==> config.mk <==
export PLATFORM = sky130hd
export DESIGN_NAME = lcd_ctrl
export DESIGN_NICKNAME = d
export VERILOG_FILES = /design/src/rtl/lcd_ctrl.sv
export SDC_FILE = /design/constraint.sdc
export NUM_CORES = 1
export LEC_CHECK = 0
export BUFFER_PORTS_ARGS = -buffer_cell sky130_fd_sc_hd__buf_2
export CAP_MARGIN = 30
export CORE_UTILIZATION = 46
export DETAILED_ROUTE_END_ITERATION = 16
export HOLD_SLACK_MARGIN = 0.02
export PLACE_DENSITY = 0.69
export RECOVER_POWER = 25
export SYNTH_ARGS = -nofsm -noshare
export SYNTH_HDL_FRONTEND = slang
export SYNTH_SLANG_ARGS = --single-unit
==> constraint.sdc <==
create_clock -name clk_i -period 4.59 [get_ports clk_i]
set_input_delay 0.459 -clock clk_i [delete_from_list [all_inputs] [get_ports clk_i]]
set_output_delay 0.459 -clock clk_i [all_outputs]
set_load 0.05 [all_outputs]
==> src/rtl/lcd_ctrl.sv <==
// HD44780-style LCD write controller: runs the power-up init sequence, then turns
// CPU strobe edges into timed EN pulses through a one-deep request slot.
module lcd_ctrl #(
   parameter int unsigned T_PWRUP = 750000,
   parameter int unsigned T_AS    = 2,
   parameter int unsigned T_EN    = 12,
   parameter int unsigned T_H     = 2,
   parameter int unsigned T_EXEC  = 2000,
   parameter int unsigned T_CLR   = 82000
) (
   input  logic        clk_i,
   input  logic        rst_i,
   input  logic [31:0] lcd_word_i,
   output logic        lcd_on_o,
   output logic        lcd_blon_o,
   output logic        lcd_rs_o,
   output logic        lcd_rw_o,
   output logic        lcd_en_o,
   output logic [7:0]  lcd_data_o,
   output logic        lcd_busy_o,
   output logic        init_done_o,
   output logic        overrun_o
);

   typedef enum logic [2:0] {
      S_PWRUP,
      S_INIT_LOAD,
      S_SETUP,
      S_PULSE,
      S_HOLD,
      S_WAIT,
      S_IDLE
   } state_e;

   state_e      state_q, state_d;
   logic [31:0] cnt_q, cnt_d;
   logic [31:0] phase_len;
   logic        phase_done;
   logic [1:0]  idx_q, idx_d;
   logic        init_done_q, init_done_d;
   logic        pend_valid_q, pend_valid_d;
   logic        pend_rs_q, pend_rs_d;
   logic [7:0]  pend_data_q, pend_data_d;
   logic        rs_q, rs_d;
   logic [7:0]  data_q, data_d;
   logic        en_q, en_d;
   logic        busy_q, busy_d;
   logic        overrun_q, overrun_d;
   logic        prev_stb_q;
   logic        on_q, blon_q;
   logic        stb_edge, dequeue, is_clr_cmd;
   logic        unused_word_bits;

   assign unused_word_bits = ^{lcd_word_i[29:11], lcd_word_i[8]};

   function automatic logic [7:0] init_cmd(input logic [1:0] i);
      case (i)
         2'd0:    return 8'h38;
         2'd1:    return 8'h0C;
         2'd2:    return 8'h01;
         default: return 8'h06;
      endcase
   endfunction

   assign stb_edge   = lcd_word_i[10] & ~prev_stb_q;
   assign dequeue    = (state_q == S_IDLE) & pend_valid_q;
   // Clear (0x01) and return-home (0x02/0x03) need the long execution wait.
   assign is_clr_cmd = ~rs_q & (data_q[7:2] == 6'd0) & (data_q[1:0] != 2'd0);

   always_comb begin
      // NOTE: every variable written in a combinational block gets a default first, so no latch is inferred.
      phase_len = 32'd1;
      case (state_q)
         S_PWRUP: phase_len = T_PWRUP;
         S_SETUP: phase_len = T_AS;
         S_PULSE: phase_len = T_EN;
         S_HOLD:  phase_len = T_H;
         S_WAIT:  phase_len = is_clr_cmd ? T_CLR : T_EXEC;
         default: phase_len = 32'd1;
      endcase
   end

   assign phase_done = (cnt_q == phase_len - 32'd1);

   // State register
   always_ff @(posedge clk_i) begin
      // NOTE: sequential state is assigned with <= only, so every register samples pre-edge values.
      if (rst_i) state_q <= S_PWRUP;
      else       state_q <= state_d;
   end

   // Next-state logic
   always_comb begin
      state_d = state_q;
      case (state_q)
         S_PWRUP:     if (phase_done) state_d = S_INIT_LOAD;
         S_INIT_LOAD: state_d = S_SETUP;
         S_SETUP:     if (phase_done) state_d = S_PULSE;
         S_PULSE:     if (phase_done) state_d = S_HOLD;
         S_HOLD:      if (phase_done) state_d = S_WAIT;
         S_WAIT: begin
            if (phase_done) begin
               if (!init_done_q && idx_q != 2'd3) state_d = S_INIT_LOAD;
               else                               state_d = S_IDLE;
            end
         end
         S_IDLE:      if (pend_valid_q) state_d = S_SETUP;
         default:     state_d = S_PWRUP;
      endcase
   end

   // Datapath: request slot, transfer registers, init index, phase counter
   always_comb begin
      pend_valid_d = pend_valid_q;
      pend_rs_d    = pend_rs_q;
      pend_data_d  = pend_data_q;
      overrun_d    = overrun_q;
      rs_d         = rs_q;
      data_d       = data_q;
      idx_d        = idx_q;
      init_done_d  = init_done_q;

      if (dequeue) pend_valid_d = 1'b0;
      // A slot freed this cycle accepts the new request without an overrun.
      if (stb_edge) begin
         if (pend_valid_q && !dequeue) begin
            overrun_d = 1'b1;
         end else begin
            pend_valid_d = 1'b1;
            pend_rs_d    = lcd_word_i[9];
            pend_data_d  = lcd_word_i[7:0];
         end
      end

      // Bus values are loaded on the edge that enters SETUP and held until the next transfer.
      if (state_q == S_INIT_LOAD) begin
         rs_d   = 1'b0;
         data_d = init_cmd(idx_q);
      end else if (dequeue) begin
         rs_d   = pend_rs_q;
         data_d = pend_data_q;
      end

      if (state_q == S_PWRUP) idx_d = 2'd0;
      if (state_q == S_WAIT && phase_done && !init_done_q) begin
         if (idx_q == 2'd3) init_done_d = 1'b1;
         else               idx_d       = idx_q + 2'd1;
      end

      if (state_d != state_q || state_q == S_IDLE) cnt_d = 32'd0;
      else                                         cnt_d = cnt_q + 32'd1;
   end

   // Output logic
   always_comb begin
      en_d   = (state_d == S_PULSE);
      busy_d = (state_d != S_IDLE) | pend_valid_d;
   end

   always_ff @(posedge clk_i) begin
      // NOTE: the pending slot payload is reset too; it is two small registers, not a memory array.
      if (rst_i) begin
         cnt_q        <= 32'd0;
         idx_q        <= 2'd0;
         init_done_q  <= 1'b0;
         pend_valid_q <= 1'b0;
         pend_rs_q    <= 1'b0;
         pend_data_q  <= 8'h00;
         rs_q         <= 1'b0;
         data_q       <= 8'h00;
         en_q         <= 1'b0;
         busy_q       <= 1'b1;
         overrun_q    <= 1'b0;
         prev_stb_q   <= 1'b1;
         on_q         <= 1'b0;
         blon_q       <= 1'b0;
      end else begin
         cnt_q        <= cnt_d;
         idx_q        <= idx_d;
         init_done_q  <= init_done_d;
         pend_valid_q <= pend_valid_d;
         pend_rs_q    <= pend_rs_d;
         pend_data_q  <= pend_data_d;
         rs_q         <= rs_d;
         data_q       <= data_d;
         en_q         <= en_d;
         busy_q       <= busy_d;
         overrun_q    <= overrun_d;
         prev_stb_q   <= lcd_word_i[10];
         on_q         <= lcd_word_i[31];
         blon_q       <= lcd_word_i[30];
      end
   end

   assign lcd_on_o    = on_q;
   assign lcd_blon_o  = blon_q;
   assign lcd_rs_o    = rs_q;
   assign lcd_rw_o    = 1'b0;
   assign lcd_en_o    = en_q;
   assign lcd_data_o  = data_q;
   assign lcd_busy_o  = busy_q;
   assign init_done_o = init_done_q;
   assign overrun_o   = overrun_q;

endmodule

* Word-level counts from Yosys, hierarchy flattened
Cells that the tools add are included.
** Word-level totals
- Flip-flop bits (word level) :: 63
- Word-level logic and storage cells :: 77
** Operators by class
- Add/subtract/negate cells :: 3
- Equal/unequal tests :: 14
- Muxes and demuxes :: 19
- Bitwise gates (word level) :: 8
- Reductions and logical operators :: 18
** Operators with widths (number)
- $pmux 20 s4 :: 1
- $add 32x1->32 const B :: 1
- $eq 32x32->1 :: 1
- $sub 32x1->32 const B :: 1
- $mux 3 :: 7
- $pmux 3 s7 :: 1
- $pmux 6 s3 :: 1
- $mux 17 :: 1
- $mux 8 :: 2
- $eq 3x2->1 const B :: 3
- $eq 3x3->1 const B :: 3
- $logic_not 6->1 :: 1
- $mux 2 :: 3
- $reduce_and 2->1 :: 3
- $reduce_or 2->1 :: 3
- $and 1x1->1 :: 4
- $eq 2x2->1 const B :: 2
- $logic_and 1x1->1 :: 4
- $reduce_bool 2->1 :: 2
- $eq 3x1->1 const B :: 1
- $logic_not 3->1 :: 1
- $mux 1 :: 3
- $ne 3x3->1 :: 1
- $ne 3x3->1 const B :: 1
- 8 further kinds :: 11

* Logic depth before layout (Yosys ltp)
Gate-level depths: netlist of run 1.
- Depth after elaboration :: 12
- Depth in mapped cells :: 16
- Mapped depth without buffers :: 12

* Worst setup path after synthesis of run 1
Ideal clock, no wire load.
- Kind :: flip-flop to flip-flop
- Start point :: reg state_q[0]
- End point :: reg cnt_q[14]
- Library setup time :: 64 ps
- Arrival :: 2768 ps
- Required time :: 4526 ps
- Setup slack :: 1758 ps
- Stages on the path, launching flop included :: 16
- Buffers on the path :: 4
- Period minus slack after synthesis :: 2832 ps
- Path through :: dfxtp_1 -> buf_4 -> xor2_2 -> or2_1 -> nand2_1 -> ha_1 -> buf_2 -> and3_1 -> a21o_1 -> a311o_1 -> and3_1 -> a21o_1 -> a31o_1 -> buf_6 -> buf_6 -> nor2_1
** Between the ends
- Longest elaborated chain between the ends :: 10
- Elaborated cells on any way between the ends :: 21
- Classes of those cells :: add/sub: 1; eq/ne: 8; mux: 8; reduce/logical: 4
** RTL lines
- start, declared :: line 35 : state_e state_q, state_d;
- start signal, assigned :: line 89 : else state_q <= state_d;
- $eq 3x3->1 / $eq 3x2->1 (equally long branches) :: line 73, 95
- $reduce_or 2->1 (no source line)
- $pmux 20 s4 :: line 73 : case (state_q)
- $sub 32x1->32 :: line 83 : assign phase_done = (cnt_q == phase_len - 32'd1);
- $eq 32x32->1 :: line 83
- $mux 3, on equally long branches
- $pmux 3 s7 :: line 95 : case (state_q)
- $ne 3x3->1 :: line 150 : if (state_d != state_q || state_q == S_IDLE) cnt_d = 32'd0;
- $logic_or 1x1->1 * :: line 150
- $reduce_or 2->1 (no source line) *
- end signal, assigned :: line 178 : cnt_q <= cnt_d;
- end, declared :: line 36 : logic [31:0] cnt_q, cnt_d;
Every way passes the cells marked *; elsewhere a longest branch is shown, timed or not.
A chain may end at the register's enable or synchronous reset.

* Worst setup path after layout of run 1
- Start point :: reg state_q[0]
- End point :: reg cnt_q[5]
Same word-level chain as after synthesis.

==> results of run 1 <==
-- worst max-delay path by stage --
| stage | startpoint | end | slack (ps) | cells past startpoint |
|---|---|---|---|---|
| after floorplan | state_q[0] | cnt_q[14] | 1760 | 15 |
| after global placement | state_q[0] | cnt_q[6] | 820 | 13 |
| after detailed placement | state_q[0] | cnt_q[14] | 770 | 13 |
| after CTS | state_q[0] | cnt_q[5] | 750 | 13 |
| after global routing | state_q[0] | cnt_q[5] | 410 | 13 |
| final | state_q[0] | cnt_q[5] | 740 | 13 |
-- power by group through the flow --
stage          Clock [W]  Sequential, W  Combinational (W)
5_1_grt         0.000466       0.000567          0.0000794
4_1_cts         0.000440       0.000565          0.0000713
6_report        0.000427       0.000565          0.0000714
3_3_place_gp           0       0.000578          0.0000696
3_5_place_dp           0       0.000578          0.0000710
2_1_floorplan          0       0.000575          0.0000578
-- state kept, by name (all words and copies together), names as in the netlist, 2 cells and up --
register	count
cnt_q	32
idx_q	2
lcd_data_o	8
pend_data_q	8
state_q	3
-- cells by family (layout without fill, tap and decap cells) --
family | Yosys count | in the layout | share of synthesized area (%)
buffers and inverters | 30 | 57 | 4.53
adders and majority gates | 6 | 6 | 2.25
AOI/OAI and AO/OA | 51 | 51 | 10.3
muxes | 17 | 17 | 5.16
xor gates and xnor gates | 36 | 36 | 9.66
other | 1 | 1 | 0.112
DFF | 63 | 63 | 37.7
and+or+nand+nor | 188 | 188 | 30.3
-- cell usage in the layout, fill, tap and decap left out, types with 3 or more instances in the layout --
cell type / count
nor2b_1: 6
inv_1: 10
nand3_1: 14
o22ai_1: 4
nor2_2: 8
nor2_1: 53
and3_1: 13
or2_2: 4
buf_2: 12
xor2_1: 19
nand4_1: 5
dfxtp_1: 63
ha_1: 6
o21ai_0: 9
a21oi_1: 11
a31oi_1: 5
clkinvlp_4: 4
clkbuf_8: 9
clkbuf_1: 16
nor3_1: 12
and4_1: 7
a311oi_1: 3
or3_1: 3
xnor2_1: 16
mux2i_1: 15
buf_4: 3
nand2_1: 38
nor4_1: 8
-- stage by stage --
step / power [W] / std cells / cell area [µm²]
2_1_floorplan: 0.000633 / 392 / 3340
4_1_cts: 0.00108 / 514 / 3680
3_3_place_gp: 0.000647 / 498 / 3500
5_1_grt: 0.00111 / 515 / 3660
3_5_place_dp: 0.000649 / 498 / 3500
6_report: 0.00106 / 515 / 3660
-- area by class of cell --
type / count / area, µm²
fillers: 691 / 3240
multi-input cells: 299 / 1930
flip-flops and latches: 63 / 1260
repair buffers: 31 / 143
clock buffers: 9 / 124
well taps: 96 / 120
clock inverters: 7 / 48.8
inverters: 10 / 37.5
-- metal layers --
layer	up-vias	global-route usage [%]	part of all wire, %
li1	1408	-	-
met1	1334	27.4	48
met2	58	31.2	45
met3	13	6.35	4.4
met4	0	7.75	2.2
met5	-	0	0
-- synth_stat cells, types with 7 or more instances --
| cell type | count |
|---|---|
| and4_1 | 7 |
| nor2_1 | 53 |
| mux2i_1 | 15 |
| nor2_2 | 8 |
| xnor2_1 | 16 |
| o21ai_0 | 9 |
| xor2_1 | 19 |
| nor4_1 | 8 |
| nand2_1 | 38 |
| a21oi_1 | 11 |
| inv_1 | 10 |
| nor3_1 | 12 |
| nand3_1 | 14 |
| dfxtp_1 | 63 |
| and3_1 | 13 |
==> impl_metrics.csv, run 1 <==
group,metric,value,unit
status,outcome,"finished clean",
setup_path,required,4810,ps
power,seq_power_share,53.2,%
yosys,avgSynthCellArea,8.53,µm²
placed_design,io_buffers,28,
cts,post_cts_resized,0,
die,die_area,7610,µm²
placed_design,pre_cts_ws,775,ps
setup_path,timing.rr.start,"state_q[0]",
yosys,synthFlopType,"dfxtp_1",
timing,setup_viol,0,
timing,period_share,83.9,%
setup_path,crit_chain,"xor2_2 -> or2_1 -> nand2_1 -> ha_1 -> inv_1 -> o21ai_0 -> and3_1 -> o2111a_1 -> nor4b_4 -> a21o_1 -> a31o_1 -> buf_4 -> nor2_1",
grt,first_global_vias,2596,
detailed_routing,first_iter_violations,219,
cts,clkLatencyLatePin,350,ps
setup_path,worstPathMaxFanout,19,
layout,diodes,0,
detailed_routing,post_drt_wl_per_cell,13.8,µm
yosys,async_reset_ff_share,0,%
cts,cts_setup_buffers,0,
cts,cts_max_level,3,
cts,cts_tree,"yes",
detailed_routing,finalWirelength,7120,µm
placed_design,hpwl,5140,µm
layout,post-route-util,53.1,%
grt,grt_first_pass_wirelength,12100,µm
setup_path,crit_path_end_kind,"flip-flop",
die,floorplan.initialDensity,48.4,%
timing,maxSlewHeadroom,14.7,%
timing,tightest_slew,1280,ps
setup_path,cp.arrival,4080,ps
power,switchingPower,0.000286,W
yosys,synthesis.nets,432,
timing,layout_setup_ws,737,ps
grt,antenna_found_initial,0,
worst_hold_path,min_path_cells,2,
cts,root_buffer,"clkbuf_8",
layout,final_nets,454,
worst_hold_path,min-delay-start,"lcd_word_i[10]",
job,max-cap-violations,0,
timing,period_needed,3850,ps
setup_path,start_kind,"flip-flop",
yosys,ys_ff_latch,63,
grt,track_usage,20.6,%
power,sw_frac_of_total,26.9,%
detailed_routing,antenna_left,0,
timing,fin_skew,10.3,ps
power,p_comb_share,6.7,%
yosys,synthCells,392,
cts,numCtsBuffers,9,
die,die_w,87.3,µm
timing,slew_viol_final,0,
placed_design,gp_congestion,0.857,
timing,finalSetupTns,0,ps
worst_hold_path,min_path_type,"in2reg",
cts,cts_sinks,63,
timing,clock.fmax,0.260,GHz
setup_path,ff2ff_path_depth,13,
cts,hold_buffers,0,
die,dieHeight,87.3,µm
setup_path,path_delay_family,"compound AO/OA/AOI/OAI gates",
setup_path,rrSetupSlack,740,ps
yosys,synth-edff-count,0,
timing,finalHoldViolations,0,
power,ir_drop,0.000171,V
die,ios,50,
grt,grt_remaining_overflow,0,
power,p_clk_share,40.1,%
detailed_routing,first_pass_iters,4,
setup_path,crit_type,"reg2reg",
grt,grt_max_degree,30,
detailed_routing,viasPerCell,5.46,
yosys,synth_area,3340,µm²
yosys,yosys_warnings,0,
power,p_leak,1.37,nW
setup_path,cpMaxStageDelayCell,"dfxtp_1",
yosys,ys_seq_area_share,37.7,%
detailed_routing,drc,0,
worst_hold_path,min_delay_worst_endpoint,"prev_stb_q",
cts,cts.clk_slew.worst_paths,70,ps
setup_path,max_stage_delay,750,ps
layout,drive_gt1_share,12.6,%
yosys,netlist.area_leader.share,37.7,%
die,num_rows,30,
setup_path,worst_r2r_endpoint,"cnt_q[5]",
die,core,6910,µm²
power,p_int,0.000777,W
power,pwr_density_cell,290,nW/µm²
setup_path,path_buf_inv,2,
detailed_routing,num_vias,2813,
timing,grt_setup_unrepaired,"false",
yosys,synth.distinct_cells,62,
timing,whs,312,ps
layout,synthToLayoutAreaGrowth,9.62,%
cts,clk_path_buf_depth,2,
yosys,ys_top_cells_by_area,"dfxtp_1 (38%), nor2_1 (6.0%), xor2_1 (5.0%), mux2i_1 (4.5%), nand2_1 (4.3%)",
yosys,synth_area_leader_cell,"dfxtp_1",
(Power assumes the default switching activity.)
==> run 2: changes to the inputs <==
Clock period 4.59 ns to 4 ns, I/O delays scaled along.
==> run 2 against run 1 <==
Effect of this change:
- final cell count increased by 0.58%
- critical endpoint is now idx_q[0]
- maximum frequency increased by 19%
- global-route usage up 0.33 points
- register-to-register slack gained 30 ps
- worst hold slack got worse by 64 ps
- clock skew increased by 3.0 ps
- clock power grew 47%
- die area unchanged
- combinational power rose by 20%
- largest cell class unchanged
- critical path depth is 1 lower
- first-iteration DRC count decreased by 17%
==> impl_metrics.csv, run 2 (synthesis gave the netlist of run 1 again) <==
group,metric,value,unit
detailed_routing,post_drt_wl_per_cell,13.9,µm
cts,post_cts_resized,0,
worst_hold_path,min_path_type,"in2reg",
layout,synthToLayoutAreaGrowth,11.8,%
setup_path,required,4240,ps
timing,finalHoldViolations,0,
grt,grt_remaining_overflow,0,
power,p_leak,1.42,nW
detailed_routing,num_vias,2822,
detailed_routing,finalWirelength,7180,µm
placed_design,hpwl,5160,µm
die,num_rows,30,
job,max-cap-violations,0,
cts,hold_buffers,0,
layout,drive_gt1_share,13.0,%
placed_design,io_buffers,28,
setup_path,worstPathMaxFanout,9,
layout,largest_register_ffs,32,
timing,period_share,80.9,%
detailed_routing,viasPerCell,5.45,
power,ir_drop,0.000271,V
power,p_int,0.00103,W
layout,layout_commonest_cell,"dfxtp_1",
power,sw_frac_of_total,24.6,%
die,die_w,87.3,µm
power,p_clk_share,46.2,%
timing,period_needed,3240,ps
timing,setup_viol,0,
timing,finalSetupTns,0,ps
timing,layout_setup_ws,764,ps
timing,fin_skew,13.3,ps
grt,first_global_vias,2601,
cts,cts_setup_buffers,0,
status,outcome,"finished clean",
timing,grt_setup_unrepaired,"false",
detailed_routing,drc,0,
layout,layout_common_cells,"dfxtp_1 (63), nor2_1 (53), nand2_1 (38)",
power,pwr_density_cell,364,nW/µm²
cts,numCtsBuffers,9,
timing,maxSlewHeadroom,12.4,%
cts,root_buffer,"clkbuf_8",
cts,clkLatencyLatePin,350,ps
cts,cts_tree,"yes",
grt,track_usage,20.9,%
die,ios,50,
layout,diodes,0,
layout,multi_input_area,1930,µm²
timing,clock.fmax,0.309,GHz
detailed_routing,first_iter_violations,181,
die,dieHeight,87.3,µm
power,seq_power_share,47.5,%
detailed_routing,antenna_left,0,
setup_path,cp.arrival,3470,ps
cts,clk_path_buf_depth,2,
power,switchingPower,0.000335,W
layout,ff_latch_area,1260,µm²
power,p_comb_share,6.3,%
layout,top_register,"cnt_q",
cts,cts.clk_slew.worst_paths,80,ps
timing,slew_viol_final,0,
cts,cts_max_level,3,
grt,grt_first_pass_wirelength,12300,µm
cts,cts_sinks,63,
layout,final_nets,457,
grt,grt_max_degree,30,
detailed_routing,first_pass_iters,5,
placed_design,pre_cts_ws,832,ps
die,floorplan.initialDensity,48.4,%
placed_design,gp_congestion,0.814,
setup_path,crit_path_end_kind,"flip-flop",
die,core,6910,µm²
setup_path,crit_type,"reg2reg",
setup_path,start_kind,"flip-flop",
layout,nFillCells,671,
die,die_area,7610,µm²
timing,tightest_slew,1310,ps
grt,antenna_found_initial,0,
## run 2: per-stage QoR
step                hold WS, ps  utilization [%]  instances  total power [W]  area [µm²]
detailed placement          447             51.1        501         0.000746        3530
global route                245             54.1        518          0.00142        3740
finish                      248             54.1        518          0.00136        3740
CTS                         239             54.4        517          0.00137        3750
global placement            440             51.1        501         0.000745        3530
floorplan                   431                -        392         0.000726        3340
## run 2: worst paths after layout
path	start	endpoint	slack [ps]	cells past startpoint
worst min register to register	pend_data_q[6]	lcd_data_o[6]	460	2
worst max register to register	state_q[2]	idx_q[0]	760	12
worst min-delay path	lcd_word_i[10]	prev_stb_q	250	2
worst max-delay path	state_q[2]	idx_q[0]	760	12
## run 2: worst max-delay path: stages, from the launching register on
cell     delay [ps]
dfxtp_1         490
xor2_2          270
or2_1           180
nand2_1          60
ha_1            280
inv_1           130
o21ai_0         140
nand2_1         100
o21ai_0         180
nor3_1          300
and4_1          400
and3_1          260
mux2_1          340
## run 2: cell type report
type,instances,area share [%]
flip-flops and latches,63,33.7
clock inverters,7,2.78
multi-input cells,299,51.6
inverters,10,1.00
clock buffers,9,3.31
repair buffers,34,4.32
well taps,96,3.21
## run 2: layer usage
layer	global-route usage, %	share of wire (%)	vias to the layer above
met5	0	0	-
met4	6.71	1.2	0
met3	5.69	5.1	11
met2	32.8	46	68
met1	27.8	48	1333
li1	-	-	1410
## run 2: power by group through the flow
stage / clock, W / sequential, W / combinational [W]
final: 0.000629 / 0.000647 / 0.0000856
after detailed placement: 0 / 0.000661 / 0.0000858
after floorplan: 0 / 0.000660 / 0.0000663
after global placement: 0 / 0.000661 / 0.0000843
after global routing: 0.000673 / 0.000648 / 0.0000949
after CTS: 0.000641 / 0.000646 / 0.0000862
==> run 3: changes to the inputs <==
Settings changed: ABC_AREA from default to 1, PLACE_DENSITY 0.69 to 0.71.
Clock period 4 ns to 2.94 ns, I/O delays scaled along.
==> run 3 against run 2 <==
Effect of this change:
- critical path depth is 10 higher
- final cell count up 26%
- count of clock-buffer cells in the layout unchanged
- flip-flop and latch count unchanged
- first-iteration DRC count is 19% lower
- clock power is 25% higher
- critical path type unchanged
- critical endpoint is now cnt_q[4]
==> impl_metrics.csv, run 3 <==
group,metric,value,unit
detailed_routing,first_iter_violations,146,
job,max-cap-violations,0,
power,p_int,0.00130,W
yosys,avgSynthCellArea,6.98,µm²
layout,top_register,"cnt_q",
power,pwr_density_cell,422,nW/µm²
yosys,synthCells,499,
timing,finalSetupTns,0,ps
setup_path,crit_chain,"nor2_4 -> nand2_4 -> nand2_4 -> inv_2 -> nand2_2 -> ha_4 -> nand2_1 -> inv_1 -> nor2_1 -> nand2_1 -> nor2_1 -> nand3_1 -> nor2_1 -> nand3_2 -> nor2_4 -> buf_4 -> nand3_1 -> nand2_1 -> nand4_1 -> nand3_4 -> clkbuf_16 -> nor2_2",
grt,met1_usage,24.6,%
grt,grt_use_met2,35.7,%
placed_design,gp_congestion,0.830,
detailed_routing,viasPerCell,4.80,
power,sw_frac_of_total,25.8,%
setup_path,crit_path_end_kind,"flip-flop",
die,num_rows,31,
layout,layout_common_cells,"nand2_1 (103), inv_1 (81), nor2_1 (62)",
power,p_clk_share,45.2,%
cts,clkLatencyLatePin,350,ps
timing,clock.fmax,0.356,GHz
die,die_w,89.0,µm
timing,period_needed,2810,ps
detailed_routing,drc,0,
die,dieHeight,89.0,µm
layout,drive_gt1_share,22.8,%
yosys,synth_adder_area_share,2.16,%
power,seq_power_share,49.9,%
layout,diodes,0,
timing,whs,144,ps
timing,setup_viol,0,
yosys,synthesis.nets,539,
yosys,async_reset_ff_share,0,%
layout,synthToLayoutAreaGrowth,18.9,%
yosys,muxShareOfSynthArea,0,%
cts,clk_path_buf_depth,2,
worst_hold_path,min_path_type,"in2reg",
grt,grt_max_degree,24,
cts,numCtsBuffers,9,
cts,root_buffer,"clkbuf_8",
timing,fin_skew,11.5,ps
grt,track_usage,20.5,%
status,outcome,"finished clean",
setup_path,start_kind,"flip-flop",
power,p_leak,1.79,nW
yosys,yosys_warnings,0,
power,total_power,0.00175,W
power,p_comb_share,4.9,%
yosys,ys_seq_area_share,36.2,%
placed_design,place_inst,625,
timing,tightest_slew,600,ps
setup_path,worstPathMaxFanout,6,
layout,final_nets,588,
yosys,synth_area,3480,µm²
yosys,synth-edff-count,0,
detailed_routing,num_vias,3127,
timing,maxSlewHeadroom,60.0,%
grt,grt_busiest_layer,"met2",
die,die_area,7920,µm²
cts,cts_max_level,3,
timing,period_share,95.4,%
power,ir_drop,0.000309,V
yosys,synth_area_leader_cell,"dfxtp_1",
setup_path,cpMaxStageDelayCell,"dfxtp_4",
detailed_routing,finalWirelength,7820,µm
yosys,synth_top_family_by_area,"simple AND/OR/NAND/NOR gates",
grt,first_global_vias,2884,
yosys,synth_xor_area_share,7.30,%
placed_design,io_buffers,28,
timing,finalHoldViolations,0,
yosys,synth_most_common_cell,"nand2_1",
yosys,netlist.area_leader.share,36.2,%
setup_path,max_stage_delay,380,ps
die,ios,50,
detailed_routing,first_pass_iters,4,
yosys,synthSimpleGateAreaFrac,35.9,%
yosys,synth-compound-area-share,6.61,%
detailed_routing,post_drt_wl_per_cell,12.0,µm
detailed_routing,antenna_left,0,
setup_path,required,3190,ps
yosys,synthFlopType,"dfxtp_1",
yosys,synth_commonest_cells,"nand2_1 (104), inv_1 (81), dfxtp_1 (63)",
cts,cts_sinks,63,
yosys,ys_ff_latch,63,
layout,finalNonFillerCells,652,
layout,largest_register_ffs,32,
grt,grt_first_pass_wirelength,12600,µm
grt,met3_usage,5.54,%
cts,cts.clk_slew.worst_paths,80,ps
setup_path,rrSetupSlack,130,ps
yosys,synth.distinct_cells,39,
grt,grt_remaining_overflow,0,
setup_path,cp.arrival,3050,ps
grt,antenna_found_initial,0,
placed_design,hpwl,5330,µm
yosys,ys_top_cells_by_area,"dfxtp_1 (36%), nand2_1 (11%), inv_1 (8.7%), nor2_1 (6.7%), nor2_2 (6.1%)",
power,switchingPower,0.000450,W
layout,layout_commonest_cell,"nand2_1",
layout,fin_area,4140,µm²
die,floorplan.initialDensity,47.7,%
die,core,7290,µm²
cts,cts_tree,"yes",
timing,slew_viol_final,0,
setup_path,crit_type,"reg2reg",
placed_design,dpl-instance-area,3740,µm²
layout,nFillCells,739,
[run 3: cell count changes after synthesis, moves of 5 or more]
cell     previous run  this run
inv_1              10        81
nand2_1            38       104
nor2_2              8        34
mux2i_1            15         0
and3_1             13         1
nand3_1            14        25
xnor2_1            16         5
nor2_1             53        62
inv_2               0         8
and4_1              7         0
buf_2               6         0
nor2b_1             6         0
nor4_1              8         3
xor2_1             19        24
[run 3: critical path: cells and delay by family (launching register included)]
kind / cells / cell delay [ps]
simple gates: 17 / 1690
flops: 1 / 380
fa+ha+maj: 1 / 200
buf+inv: 4 / 420
[run 3: repair_timing]
item,CTS,global route
endpoints found under the hold margin,0,0
hold buffers,0,0
setup endpoints to repair,0,35
gates resized for setup,0,17
buffers inserted,0,8
[run 3: final cells by class]
cell class	instances	area [µm²]	share of cell area, %
well taps	99	124	2.99
flip-flops and latches	63	1270	30.7
multi-input cells	338	1860	45.0
repair buffers	46	338	8.16
inverters	90	340	8.22
clock inverters	7	80.1	1.93
clock buffers	9	124	2.99
[run 3: through the flow]
step,util (%),setup WS [ps]
floorplan,-,365
global placement,51.3,134
detailed placement,51.3,49.1
CTS,54.1,27.2
global route,56.8,-82.1
finish,56.8,135
[run 3: worst paths after layout]
path          endpoint           start  cells past startpoint
max reg2reg   cnt_q[4]      state_q[2]                     22
min reg2reg  overrun_o       overrun_o                      2
min           lcd_on_o  lcd_word_i[31]                      3
max           cnt_q[4]      state_q[2]                     22
[run 3: logic make-up after synthesis]
| group | after synthesis |
|---|---|
| AO/OA/AOI/OAI | 38 |
| XOR/XNOR | 29 |
| adder cells (fa/ha/maj) | 6 |
| buffers and inverters | 98 |
| flip-flops | 63 |
| other | 1 |
| AND/OR/NAND/NOR | 264 |
[run 3: per-layer routing]
layer	share of wire, %	vias up
li1	-	1635
met1	46	1426
met2	49	53
met3	3.3	13
met4	2.0	0
met5	0	-
[run 3: power by group through the flow]
stage | Clock (W) | Combinational [W] | Sequential [W]
3_5_place_dp | 0 | 0.0000742 | 0.000894
3_3_place_gp | 0 | 0.0000718 | 0.000894
4_1_cts | 0.000804 | 0.0000746 | 0.000874
6_report | 0.000789 | 0.0000860 | 0.000872
5_1_grt | 0.000842 | 0.0000955 | 0.000873
2_1_floorplan | 0 | 0.0000486 | 0.000898
